**config.mk**
```make
export PLATFORM = sky130hd
export DESIGN_NAME = ahb_lite_req_master
export DESIGN_NICKNAME = d
export VERILOG_FILES = /design/src/rtl/ahb_tb_pkg.sv /design/src/rtl/ahb_rsp_fifo.sv /design/src/rtl/ahb_lite_req_master.sv
export SDC_FILE = /design/constraint.sdc
export NUM_CORES = 1
export LEC_CHECK = 0
export ABC_CLOCK_PERIOD_IN_PS = 9050
export CAP_MARGIN = 0
export CORE_MARGIN = 3
export CORE_UTILIZATION = 40
export DETAILED_ROUTE_END_ITERATION = 6
export SLEW_MARGIN = 20
export SYNTH_ARGS = -nofsm -noshare
export SYNTH_HDL_FRONTEND = slang
export SYNTH_SLANG_ARGS = --single-unit
```
**constraint.sdc**
```tcl
create_clock -name HCLK -period 9.05 [get_ports HCLK]
set_input_delay 0.905 -clock HCLK [delete_from_list [all_inputs] [get_ports HCLK]]
set_output_delay 0.905 -clock HCLK [all_outputs]
set_load 0.03 [all_outputs]
```
**src/rtl/ahb_tb_pkg.sv**
```systemverilog
// Shared AHB-Lite types and helpers for the testbench-side request master.
package ahb_tb_pkg;

    typedef enum logic [1:0] {
        IDLE   = 2'b00,
        BUSY   = 2'b01,
        NONSEQ = 2'b10,
        SEQ    = 2'b11
    } htrans_e;

    typedef enum logic [2:0] {
        SIZE_BYTE  = 3'd0,
        SIZE_HALF  = 3'd1,
        SIZE_WORD  = 3'd2,
        SIZE_DWORD = 3'd3
    } hsize_e;

    localparam logic [2:0] HBURST_SINGLE = 3'b000;

    typedef struct packed {
        logic        write;
        logic [63:0] rdata;
        logic        err;
    } ahb_rsp_t;

    function automatic logic addr_aligned(input logic [31:0] addr, input logic [2:0] size);
        case (size)
            3'd0:    return 1'b1;
            3'd1:    return addr[0] == 1'b0;
            3'd2:    return addr[1:0] == 2'b00;
            3'd3:    return addr[2:0] == 3'b000;
            default: return 1'b0;
        endcase
    endfunction

endpackage

```
**src/rtl/ahb_rsp_fifo.sv**
```systemverilog
// First-word-fall-through response FIFO; head is valid whenever count is non-zero.
module ahb_rsp_fifo
    import ahb_tb_pkg::*;
#(
    parameter int DEPTH = 4,
    localparam int AW   = $clog2(DEPTH),
    localparam int CW   = AW + 1
) (
    input  logic          clk,
    input  logic          rst,
    input  logic          push,
    input  ahb_rsp_t      push_data,
    input  logic          pop,
    output ahb_rsp_t      head_data,
    output logic [CW-1:0] count
);

    ahb_rsp_t      mem_q [DEPTH];
    logic [AW-1:0] wr_ptr_q, rd_ptr_q;
    logic [CW-1:0] count_q;

    always_ff @(posedge clk or posedge rst) begin
        if (rst) begin
            wr_ptr_q <= '0;
            rd_ptr_q <= '0;
            count_q  <= '0;
        end else begin
            if (push) wr_ptr_q <= wr_ptr_q + AW'(1);
            if (pop)  rd_ptr_q <= rd_ptr_q + AW'(1);
            count_q <= count_q + CW'(push) - CW'(pop);
        end
    end

    // Storage carries no reset; consumers qualify the head with count.
    always_ff @(posedge clk) begin
        if (push) mem_q[wr_ptr_q] <= push_data;
    end

    assign head_data = mem_q[rd_ptr_q];
    assign count     = count_q;

    assert property (@(posedge clk) disable iff (rst) !(push && !pop && count_q == CW'(DEPTH)));
    assert property (@(posedge clk) disable iff (rst) !(pop && count_q == '0));

endmodule

```
**src/rtl/ahb_lite_req_master.sv**
```systemverilog
// Valid/ready request stream to pipelined single AHB-Lite transfers, with in-order responses.
module ahb_lite_req_master
    import ahb_tb_pkg::*;
#(
    parameter int RSP_DEPTH = 4
) (
    input  logic        HCLK,
    input  logic        HRESET,
    input  logic        req_valid,
    output logic        req_ready,
    input  logic        req_write,
    input  logic [31:0] req_addr,
    input  logic [2:0]  req_size,
    input  logic [3:0]  req_prot,
    input  logic [63:0] req_wdata,
    output logic        rsp_valid,
    input  logic        rsp_ready,
    output logic        rsp_write,
    output logic [63:0] rsp_rdata,
    output logic        rsp_err,
    output logic [31:0] HADDR,
    output logic        HWRITE,
    output logic [2:0]  HSIZE,
    output logic [3:0]  HPROT,
    output logic [1:0]  HTRANS,
    output logic [2:0]  HBURST,
    output logic [63:0] HWDATA,
    output logic        HSEL,
    input  logic        HREADY,
    input  logic        HRESP,
    input  logic [63:0] HRDATA
);

    localparam int CW = $clog2(RSP_DEPTH) + 1;

    logic        a_vld_q, a_vld_d;
    logic [31:0] a_addr_q, a_addr_d;
    logic        a_write_q, a_write_d;
    logic [2:0]  a_size_q, a_size_d;
    logic [3:0]  a_prot_q, a_prot_d;
    logic [63:0] a_wdata_q, a_wdata_d;
    logic        d_vld_q, d_vld_d;
    logic        d_write_q, d_write_d;
    logic [63:0] d_wdata_q, d_wdata_d;
    logic [CW-1:0] inflight_q, inflight_d;

    logic          accept, push, pop;
    ahb_rsp_t      push_rsp, head_rsp;
    logic [CW-1:0] fifo_count;

    always_ff @(posedge HCLK or posedge HRESET) begin
        if (HRESET) begin
            a_vld_q    <= 1'b0;
            a_addr_q   <= '0;
            a_write_q  <= 1'b0;
            a_size_q   <= '0;
            a_prot_q   <= '0;
            a_wdata_q  <= '0;
            d_vld_q    <= 1'b0;
            d_write_q  <= 1'b0;
            d_wdata_q  <= '0;
            inflight_q <= '0;
        end else begin
            a_vld_q    <= a_vld_d;
            a_addr_q   <= a_addr_d;
            a_write_q  <= a_write_d;
            a_size_q   <= a_size_d;
            a_prot_q   <= a_prot_d;
            a_wdata_q  <= a_wdata_d;
            d_vld_q    <= d_vld_d;
            d_write_q  <= d_write_d;
            d_wdata_q  <= d_wdata_d;
            inflight_q <= inflight_d;
        end
    end

    // Credit covers A, D and every FIFO entry, so a completing data phase always finds a slot.
    assign pop       = rsp_valid & rsp_ready;
    assign req_ready = ~HRESET & (~a_vld_q | HREADY) & ((inflight_q < CW'(RSP_DEPTH)) | pop);
    assign accept    = req_valid & req_ready;
    assign push      = HREADY & d_vld_q;

    always_comb begin
        a_vld_d   = a_vld_q;
        a_addr_d  = a_addr_q;
        a_write_d = a_write_q;
        a_size_d  = a_size_q;
        a_prot_d  = a_prot_q;
        a_wdata_d = a_wdata_q;
        d_vld_d   = d_vld_q;
        d_write_d = d_write_q;
        d_wdata_d = d_wdata_q;
        if (HREADY) begin
            d_vld_d = a_vld_q;
            if (a_vld_q) begin
                d_write_d = a_write_q;
                d_wdata_d = a_wdata_q;
            end
            a_vld_d = 1'b0;
        end
        // Address fields only change on accept so HADDR etc. hold while idle.
        if (accept) begin
            a_vld_d   = 1'b1;
            a_addr_d  = req_addr;
            a_write_d = req_write;
            a_size_d  = req_size;
            a_prot_d  = req_prot;
            a_wdata_d = req_wdata;
        end
        inflight_d = inflight_q + CW'(accept) - CW'(pop);
    end

    always_comb begin
        push_rsp.write = d_write_q;
        push_rsp.rdata = d_write_q ? 64'h0 : HRDATA;
        push_rsp.err   = HRESP;
    end

    ahb_rsp_fifo #(.DEPTH(RSP_DEPTH)) u_rsp_fifo (
        .clk       (HCLK),
        .rst       (HRESET),
        .push      (push),
        .push_data (push_rsp),
        .pop       (pop),
        .head_data (head_rsp),
        .count     (fifo_count)
    );

    assign rsp_valid = (fifo_count != '0);
    assign rsp_write = rsp_valid & head_rsp.write;
    assign rsp_rdata = rsp_valid ? head_rsp.rdata : 64'h0;
    assign rsp_err   = rsp_valid & head_rsp.err;

    assign HTRANS = a_vld_q ? NONSEQ : IDLE;
    assign HBURST = HBURST_SINGLE;
    assign HSEL   = 1'b1;
    assign HADDR  = a_addr_q;
    assign HWRITE = a_write_q;
    assign HSIZE  = a_size_q;
    assign HPROT  = a_prot_q;
    assign HWDATA = d_wdata_q;

    assert property (@(posedge HCLK) disable iff (HRESET)
        accept |-> (req_size <= 3'd3 && addr_aligned(req_addr, req_size)));

endmodule

```
### Word level (Yosys, flattened, before mapping)

Memories as Yosys holds them, arrays and structs flattened.
Index checks and enable logic that the tools add are counted.

| storage, ports and cells | value |
|---|---|
| memory bits (writable) | 264 |
| register bits after elaboration | 181 |
| logic and storage cells | 42 |
| input port bits | 174 |
| memories | 1 |

Memory list:

| name | words | bits a word | rd ports | clocked after Yosys merged registers in | wr ports | line | RTL |
|---|---|---|---|---|---|---|---|
| u_rsp_fifo.mem_q | 4 | 66 | 1 | 0 | 1 | ahb_rsp_fifo.sv:18 | `ahb_rsp_t mem_q [DEPTH];` |

| operators by class | value |
|---|---|
| bitwise operators | 11 |
| muxes and demuxes | 7 |
| add/sub/neg operators | 6 |
| reductions and logical operators | 3 |
| order comparisons | 1 |

Operator list:

| cell | number |
|---|---|
| 64-bit 2-to-1 mux | 2 |
| 1-bit bitwise AND | 7 |
| 3-bit by 1-bit adder with 3-bit output | 2 |
| 3-bit by 1-bit subtractor with 3-bit output | 2 |
| 2-bit by 1-bit adder with 2-bit output (second input constant) | 2 |
| 1-bit 2-to-1 mux | 4 |
| 3-bit less-than comparator (second input constant) | 1 |
| 3-bit nonzero test | 1 |
| 2-bit 2-to-1 mux | 1 |
| 1-bit NOT | 2 |
| 1-bit OR | 2 |
| 2-bit AND reduction | 1 |
| 2-bit nonzero test | 1 |

### Depth between registers and ports, before layout

Gate-level depths: netlist (run 1).

| logic depth | value |
|---|---|
| depth in word-level cells | 7 |
| mapped depth | 8 |
| depth with buffers taken out | 8 |

### By module

A second synthesis (run 1) with hierarchy kept.

| second synthesis, totals | value |
|---|---|
| cells, all modules | 913 |
| area, all modules | 17365.4 µm² |

By module, submodules not included:

| module | cells an instance | times used | area an instance (µm²) | sequential area each (µm²) |
|---|---|---|---|---|
| ahb_rsp_fifo | 378 | 1 | 9924.5 | 8102.8 |
| ahb_lite_req_master | 535 | 1 | 7440.9 | 4354.2 |

### Worst setup path after synthesis (run 1)

OpenSTA, ideal clock, no wires.

| timing path | value |
|---|---|
| path type | input-to-reg |
| start | input port HREADY |
| end | memory u_rsp_fifo.mem_q[0][0] in the netlist's numbering, enable pin |
| required time | 8.618 ns |
| cell stages on the path | 1 |
| arrival time | 2.505 ns |
| library setup time | 0.432 ns |
| buffers on the path | 0 |
| slack | 6.114 ns |
| path through | and3_1 |

| on the way | value |
|---|---|
| longest elaborated chain between the ends | 3 |

Ends and longest elaborated chain:

| element | line | RTL |
|---|---|---|
| start, declared | ahb_lite_req_master.sv:29 | `input logic HREADY,` |
| 1-bit bitwise AND | ahb_lite_req_master.sv:81 | `assign push = HREADY & d_vld_q;` |
| 1-bit 2-to-1 mux | ahb_rsp_fifo.sv:36 | `if (push) mem_q[wr_ptr_q] <= push_data;` |
| 1-bit 2-to-1 mux (implied by the code) | ahb_rsp_fifo.sv:36 |  |
| end, declared | ahb_rsp_fifo.sv:18 |  |

Every way passes these cells.

### Final worst setup path (run 1)

| timing path | value |
|---|---|
| start | register u_rsp_fifo.rd_ptr_q[0] |
| end | output port rsp_rdata[63] |

| on the way | value |
|---|---|
| longest elaborated chain between the ends | 2 |

Ends and longest elaborated chain:

| element | line | RTL |
|---|---|---|
| start, declared | ahb_rsp_fifo.sv:19 | `logic [AW-1:0] wr_ptr_q, rd_ptr_q;` |
| start signal, assigned | ahb_rsp_fifo.sv:29 | `if (pop) rd_ptr_q <= rd_ptr_q + AW'(1);` |
| memory read 4 x 66 bit | -- |  |
| 64-bit 2-to-1 mux | ahb_lite_req_master.sv:131 | `assign rsp_rdata = rsp_valid ? head_rsp.rdata : 64'h0;` |
| end, declared | ahb_lite_req_master.sv:19 | `output logic [63:0] rsp_rdata,` |

Every way passes these cells.

==> results of run 1 <==
[kinds of logic after synthesis]
family / Yosys count
AND/OR/NAND/NOR: 141
multiplexers: 235
buffers and inverters: 68
other: 2
XOR/XNOR: 7
adder cells (fa/ha/maj): 10
AO/OA/AOI/OAI: 5
flip-flops: 445
[state kept, by name, summed over array words and instances, names as in the netlist]
| name | count |
|---|---|
| HWDATA | 64 |
| d_write_q | 1 |
| inflight_q | 3 |
| HADDR | 32 |
| HPROT | 4 |
| u_rsp_fifo.rd_ptr_q | 2 |
| a_wdata_q | 64 |
| u_rsp_fifo.count | 3 |
| d_vld_q | 1 |
| HWRITE | 1 |
| u_rsp_fifo.wr_ptr_q | 2 |
| u_rsp_fifo.mem_q | 264 |
| a_vld_q | 1 |
| HSIZE | 3 |
[per-layer routing]
metal  GRT usage  part of all wire
met5           0            0.0016
met4      0.0518             0.022
met3      0.0728              0.10
met2       0.262              0.46
met1       0.216              0.41
[power by group through the flow]
| stage | Combinational (W) | Clock (W) | Sequential [W] |
|---|---|---|---|
| floorplan | 0.00161 | 0 | 0.00341 |
| global placement | 0.00329 | 0 | 0.00305 |
| detailed placement | 0.00331 | 0 | 0.00307 |
| CTS | 0.00332 | 0.00187 | 0.00304 |
| global route | 0.00346 | 0.00196 | 0.00310 |
| finish | 0.00326 | 0.00180 | 0.00302 |
[cell type report]
cell class | count | area (um2)
multi-input cells | 403 | 4570
flip-flops and latches | 445 | 12500
repair buffers | 358 | 3550
well taps | 577 | 722
clock inverters | 23 | 160
clock buffers | 63 | 1290
diodes | 2 | 5.00
fillers | 3365 | 19500
inverters | 15 | 63.8
[worst max-delay path: stages, from the launching register on]
cell	delay (ps)
dfrtp_4	840
buf_4	720
mux4_2	590
and2_1	190
clkdlybuf4s50_1	600
[cells in the mapped netlist]
cell       instances  share of area
edfxtp_1         264           0.46
dfrtp_1          181           0.26
mux2_2           131          0.085
and2_1            66          0.024
mux4_2            66          0.086
nor2b_1           65          0.023
mux2_1            38          0.025
clkbuf_1          24         0.0052
inv_1             15         0.0033
buf_2             14         0.0040
ha_1               8         0.0058
buf_4              7         0.0030
buf_1              5         0.0011
xnor2_1            5         0.0025
and3_1             4         0.0014
buf_6              3         0.0020
conb_1             2        0.00043
fa_1               2         0.0023
nand2_1            2        0.00043
nand3_1            2        0.00058
o21ai_0            2        0.00058
xor2_1             2         0.0010
a2111oi_4          1         0.0016
a211oi_1           1        0.00043
o31ai_2            1        0.00072
or2_2              1        0.00036
or3_1              1        0.00036
[per-stage QoR]
step | area, um2 | utilization
final | 22800 | 0.539
after global routing | 22800 | 0.539
after global placement | 21400 | 0.505
after floorplan | 17300 | -
after CTS | 22800 | 0.539
after detailed placement | 21400 | 0.505
[final timing paths]
path,slack [ps],end
worst max register to register,6450,inflight_q[2]
max in group asynchronous,6660,d_write_q
worst min-delay path,480,a_wdata_q[20]
worst max-delay path,4580,rsp_rdata[63]
min in group asynchronous,1010,HWDATA[11]
worst min register to register,480,a_wdata_q[20]
[cell usage in the layout, fill, tap and decap left out, types with 2 or more instances in the layout]
| cell type | synthesis | layout |
|---|---|---|
| clkdlybuf4s50_1 | 0 | 346 |
| edfxtp_1 | 264 | 264 |
| dfrtp_1 | 181 | 178 |
| mux2_2 | 131 | 131 |
| mux4_2 | 66 | 66 |
| and2_1 | 66 | 66 |
| nor2b_1 | 65 | 65 |
| clkbuf_16 | 0 | 49 |
| mux2_1 | 38 | 38 |
| inv_1 | 15 | 14 |
| clkbuf_1 | 24 | 13 |
| buf_4 | 7 | 12 |
| clkinv_2 | 0 | 10 |
| clkinv_1 | 0 | 9 |
| ha_1 | 8 | 8 |
| xnor2_1 | 5 | 5 |
| conb_1 | 2 | 5 |
| and3_4 | 0 | 4 |
| diode_2 | 0 | 2 |
| xor2_1 | 2 | 2 |
| nand3_1 | 2 | 2 |
| o21ai_0 | 2 | 2 |
| fa_1 | 2 | 2 |
| bufinv_16 | 0 | 2 |
| dfrtp_2 | 0 | 2 |
==> impl_results.md, run 1 <==
* Number of antenna violations at the first check in global routing at 7
* Maximum clock frequency at 223 MHz
* Post-CTS Repair Setup Buffers at 0
* Total Neg Setup Slack at 0 ps
* Required arrival time at the worst endpoint at 8150 ps
* Fraction of layout instances using a drive strength above 1 at 0.219
* Worst Setup Path Type: register to primary output
* Depth of the most critical reg-to-reg path at 7
* Cts hold-fix bufs at 0
* Detailed-route wire length at 38400 um
* Post-synthesis share of cell area spent on full adders, half adders and majority gates at 0.00810
* Worst skew pair latency at 560 ps
* Synth Area in Compound Gates at 0.00333
* Num CTS Buffers at 48
* Number of vias per cell after detailed routing at 4.86
* Clock Skew at 8.55 ps
* Maximum vdd drop at 0.226 mV
* Count of endpoints failing setup in the final report at 0
* Final period utilization at 0.494
* Proportion of total power due to net switching at 0.346
* Area growth from synthesis to layout at 31.8%
* Maximum fanout along the worst path at 38
* Arrival time of the worst setup path at 3570 ps
* DP HPWL at 23800 um
* Clock-pin transition on the worst setup and hold timing paths at 60 ps
* Cell count after synthesis at 913
* Outcome: finished, final reports clean
* Clock tree from TritonCTS: built
* Max H-tree Level at 2
* Launch point of the worst path: u_rsp_fifo.rd_ptr_q[0]
* Multiplexer area fraction after synthesis at 0.196
* Startpoint of the worst hold path: a_wdata_q[20]
* Core outline area at 42300 um2
* Final slew viol count at 0
* Final critical-path setup slack at 4580 ps
* Sequential area share after synthesis at 0.720
* Setup repair after global routing missed its margin: false
* Cell area after synthesis at 17300 um2
* Routability cong. at 0.722
* Number of routed nets with antenna violations at 0
* Post-cts sizing count at 0
* Worst Hold Margin at 479 ps
* Part of the power in combinational logic at 0.403
* Count of final hold-check violations at 0
* Clock tree root driver cell: clkbuf_16
* Max-cap violation count at 0
* Critical Path Sink Type: primary output
* Full die area at 45800 um2
* Worst flop-to-flop path startpoint: u_rsp_fifo.count[1]
* Global-route wire length before repair at 59700 um
* Initial DRT Pass Iterations at 4
* Via count of the first global-routing pass at 10.1k
* Die extent in y at 214 um
* Clk network pwr share at 0.223
* Finished Layout Cells at 1886
* Via Count at 9158
* Worst min-delay path class: register to register
* Overall power at 0.00809 W
* Share of total power in sequential cells at 0.374
* Count of boundary I/O pins at 352
* Internal power contribution at 0.00529 W
* Die Width at 214 um
* Dominant combinational cell family by area after synthesis: multiplexers
* Placement-stage worst setup slack at 5040 ps
* Final critical-path required period at 4470 ps
* # clock sinks at 445
* Post-synthesis area per instance at 19.0 um2
* Leakage power of the design at 8.31 nW
* Basic-gate share of the synthesized area counting and, or, nand and nor cells at 0.0505
* Residual DRC at 0
* Switching power summed over all nets at 0.00280 W
* Floorplan row count at 75
* Power per Cell Area at 354 nW/um2
* Average wire per standard cell at 20.4 um
* Worst Hold Path Cells at 1
* Number of input and output port buffers inserted at 346
* Distinct cells, synth at 27
* Yosys warnings at 0
* Worst Max-Slew Pin Slew at 1050 ps
* Final #Nets at 1455
* Clock buffer depth at 3
* Slew margin rel. at 0.300
* Kind of start point of the critical path: register
* Number of placed cells counting well taps at 1798
* Total routing resource utilization after global routing at 0.168
* Starting DRC count in detailed routing at 551
* Number of register bits inferred by synthesis at 445
* Global route total overflow at 0
* Initial cell density of the core at 0.409
* Largest net degree at the start of global routing at 114
* Xor and xnor area share after synthesis at 0.00354
Power figures use the tool's default switching activity.
==> run 2: changes to the inputs <==
--- a/config.mk
+++ b/config.mk
@@ -5,11 +5,12 @@
 export SDC_FILE = /design/constraint.sdc
 export NUM_CORES = 1
 export LEC_CHECK = 0
-export ABC_CLOCK_PERIOD_IN_PS = 9050
+export ABC_CLOCK_PERIOD_IN_PS = 3930
 export CAP_MARGIN = 0
 export CORE_MARGIN = 3
 export CORE_UTILIZATION = 40
 export DETAILED_ROUTE_END_ITERATION = 6
+export PLACE_DENSITY = 0.67
 export SLEW_MARGIN = 20
 export SYNTH_ARGS = -nofsm -noshare
 export SYNTH_HDL_FRONTEND = slang
==> constraint.sdc (replaced) <==
create_clock -name HCLK -period 3.93 [get_ports HCLK]
set_input_delay 0.393 -clock HCLK [delete_from_list [all_inputs] [get_ports HCLK]]
set_output_delay 0.393 -clock HCLK [all_outputs]
set_load 0.03 [all_outputs]
==> impl_results.md, run 2 (synthesis results as in run 1) <==
* Floorplan row count at 75 (unchanged)
* Kind of start point of the critical path: register
* Worst Setup Path Type: register to primary output
* Power per Cell Area at 821 nW/um2 (+130%)
* Worst flop-to-flop path startpoint: u_rsp_fifo.count[1]
* Maximum fanout along the worst path at 22 (-42%)
* Die Width at 214 um (unchanged)
* Finished Layout Cells at 1897 (+0.58%)
* Via Count at 9231 (+0.80%)
* Leakage power of the design at 8.41 nW (+1.2%)
* Count of boundary I/O pins at 352 (unchanged)
* Max FFs per register at 264 (unchanged)
* Worst Max-Slew Pin Slew at 957 ps (-93.0 ps)
* Final critical-path setup slack at 556 ps (-4020 ps)
* Starting DRC count in detailed routing at 472 (-14%)
* Count of final hold-check violations at 0 (unchanged)
* Clock Skew at 13.5 ps (+4.94 ps)
* Arrival time of the worst setup path at 2980 ps (-590 ps)
* Final #Nets at 1464 (+0.62%)
* Post-layout instance area at 23000 um2 (+0.99%)
* Max-cap violation count at 0 (unchanged)
* Initial DRT Pass Iterations at 4 (unchanged)
* Fraction of layout instances using a drive strength above 1 at 0.227 (+0.00862)
* Cts hold-fix bufs at 0 (unchanged)
* Post-CTS Repair Setup Buffers at 0 (unchanged)
* Final slew viol count at 0 (unchanged)
* Critical Path Sink Type: primary output
* Setup repair after global routing missed its margin: false
* Depth of the most critical reg-to-reg path at 8 (+1)
* Global-route wire length before repair at 60500 um (+1.5%)
* Number of filler instances in the final layout at 3413 (+1.4%)
* Area growth from synthesis to layout at 33.2%
* Total Neg Setup Slack at 0 ps (unchanged)
* Clock buffer depth at 3 (unchanged)
* Max H-tree Level at 2 (unchanged)
* Count of endpoints failing setup in the final report at 0 (unchanged)
* Via count of the first global-routing pass at 10.1k (+0.57%)
* Cell Area, Placed at 21500 um2 (+0.64%)
* Register with the most flip-flops: u_rsp_fifo.mem_q
* Maximum clock frequency at 296 MHz
* Number of input and output port buffers inserted at 346 (unchanged)
* Placement-stage worst setup slack at 998 ps (-4040 ps)
* Average wire per standard cell at 20.3 um (about the same)
* Final core utilization at 0.545 (+0.00532)
* Full die area at 45800 um2 (unchanged)
* Clock tree from TritonCTS: built
* Total routing resource utilization after global routing at 0.169 (+0.000789)
* Clock tree root driver cell: clkbuf_16
* Initial cell density of the core at 0.409 (unchanged)
* Number of antenna violations at the first check in global routing at 2 (-5)
* Largest net degree at the start of global routing at 99 (-13%)
* Slew margin rel. at 0.362 (+0.0620)
* Post-cts sizing count at 0 (unchanged)
* Top library cells by usage in the layout, fill and taps aside: clkdlybuf4s50_1, edfxtp_1, dfrtp_1
* Clock-pin transition on the worst setup and hold timing paths at 60 ps (about the same)
* Detailed-route wire length at 38600 um (+0.51%)
* Worst setup slack for register-to-register paths at 1380 ps (-5070 ps)
* Number of routed nets with antenna violations at 0 (unchanged)
* # clock sinks at 445 (unchanged)
* Global route total overflow at 0 (unchanged)
* Final period utilization at 0.859
* Routability cong. at 0.704 (-2.5%)
* Outcome: finished, final reports clean
* Final critical-path required period at 3370 ps
* Residual DRC at 0 (unchanged)
* Maximum vdd drop at 0.555 mV (+150%)
* Worst skew pair latency at 560 ps (about the same)
* Die extent in y at 214 um (unchanged)
* DP HPWL at 24900 um (+4.5%)
* Number of vias per cell after detailed routing at 4.87 (+0.21%)
* Core outline area at 42300 um2 (unchanged)
* Number of placed cells counting well taps at 1807 (+0.50%)
* Required arrival time at the worst endpoint at 3540 ps (-4610 ps)
* Worst min-delay path class: input pin to async pin
* RR Endpoint: inflight_q[2]
* Num CTS Buffers at 48 (unchanged)
* Most frequent standard cell in the layout excluding fill and tap cells: clkdlybuf4s50_1
==> run 2: layer usage <==
metal  vias to the layer above  GRT usage  routed length [um]
li1                       4153          -                   -
met1                      4718      0.221               16300
met2                       306      0.264               17800
met3                        50     0.0768                3850
met4                         4     0.0353                 616
met5                         -          0                  31
==> run 2: final cells by class <==
class,instances,area [um2],share of cell area
multi-input combinational,403,4570,0.198
timing repair buffer,367,3680,0.160
clock buffer,65,1340,0.0580
clock inverter,24,206,0.00896
sequential,445,12500,0.541
tap,577,722,0.0313
antenna,1,2.50,0.000109
inverter,15,60.1,0.00261
==> run 2: worst max-delay path by stage <==
| stage | from | endpoint | slack, ps |
|---|---|---|---|
| 2_1_floorplan | HRESET | HADDR[0] | 1210 |
| 3_3_place_gp | u_rsp_fifo.rd_ptr_q[0] | rsp_rdata[49] | 1060 |
| 3_5_place_dp | HREADY | HADDR[24] | 1000 |
| 4_1_cts | u_rsp_fifo.rd_ptr_q[0] | rsp_rdata[49] | 440 |
| 5_1_grt | u_rsp_fifo.rd_ptr_q[0] | rsp_rdata[49] | 340 |
| 6_report | u_rsp_fifo.rd_ptr_q[0] | rsp_rdata[53] | 560 |
==> run 2: critical path: stages, from the launching register on <==
cell	delay (ps)
dfrtp_4	750
buf_4	350
mux4_2	520
and2_1	190
clkdlybuf4s50_1	600
==> run 2: through the flow <==
stage          total power (W)  hold WS (ps)
2_1_floorplan           0.0116           454
3_3_place_gp            0.0146           463
3_5_place_dp            0.0148           471
4_1_cts                 0.0192           273
5_1_grt                 0.0199           302
6_report                0.0189           286
==> run 2: report_power, final <==
group | switching, W | internal, W | total, W
Clock | 0.00178 | 0.00258 | 0.00436
Sequential | 0.000719 | 0.00630 | 0.00702
Combinational | 0.00401 | 0.00353 | 0.00754
Total | 0.00651 | 0.0124 | 0.0189
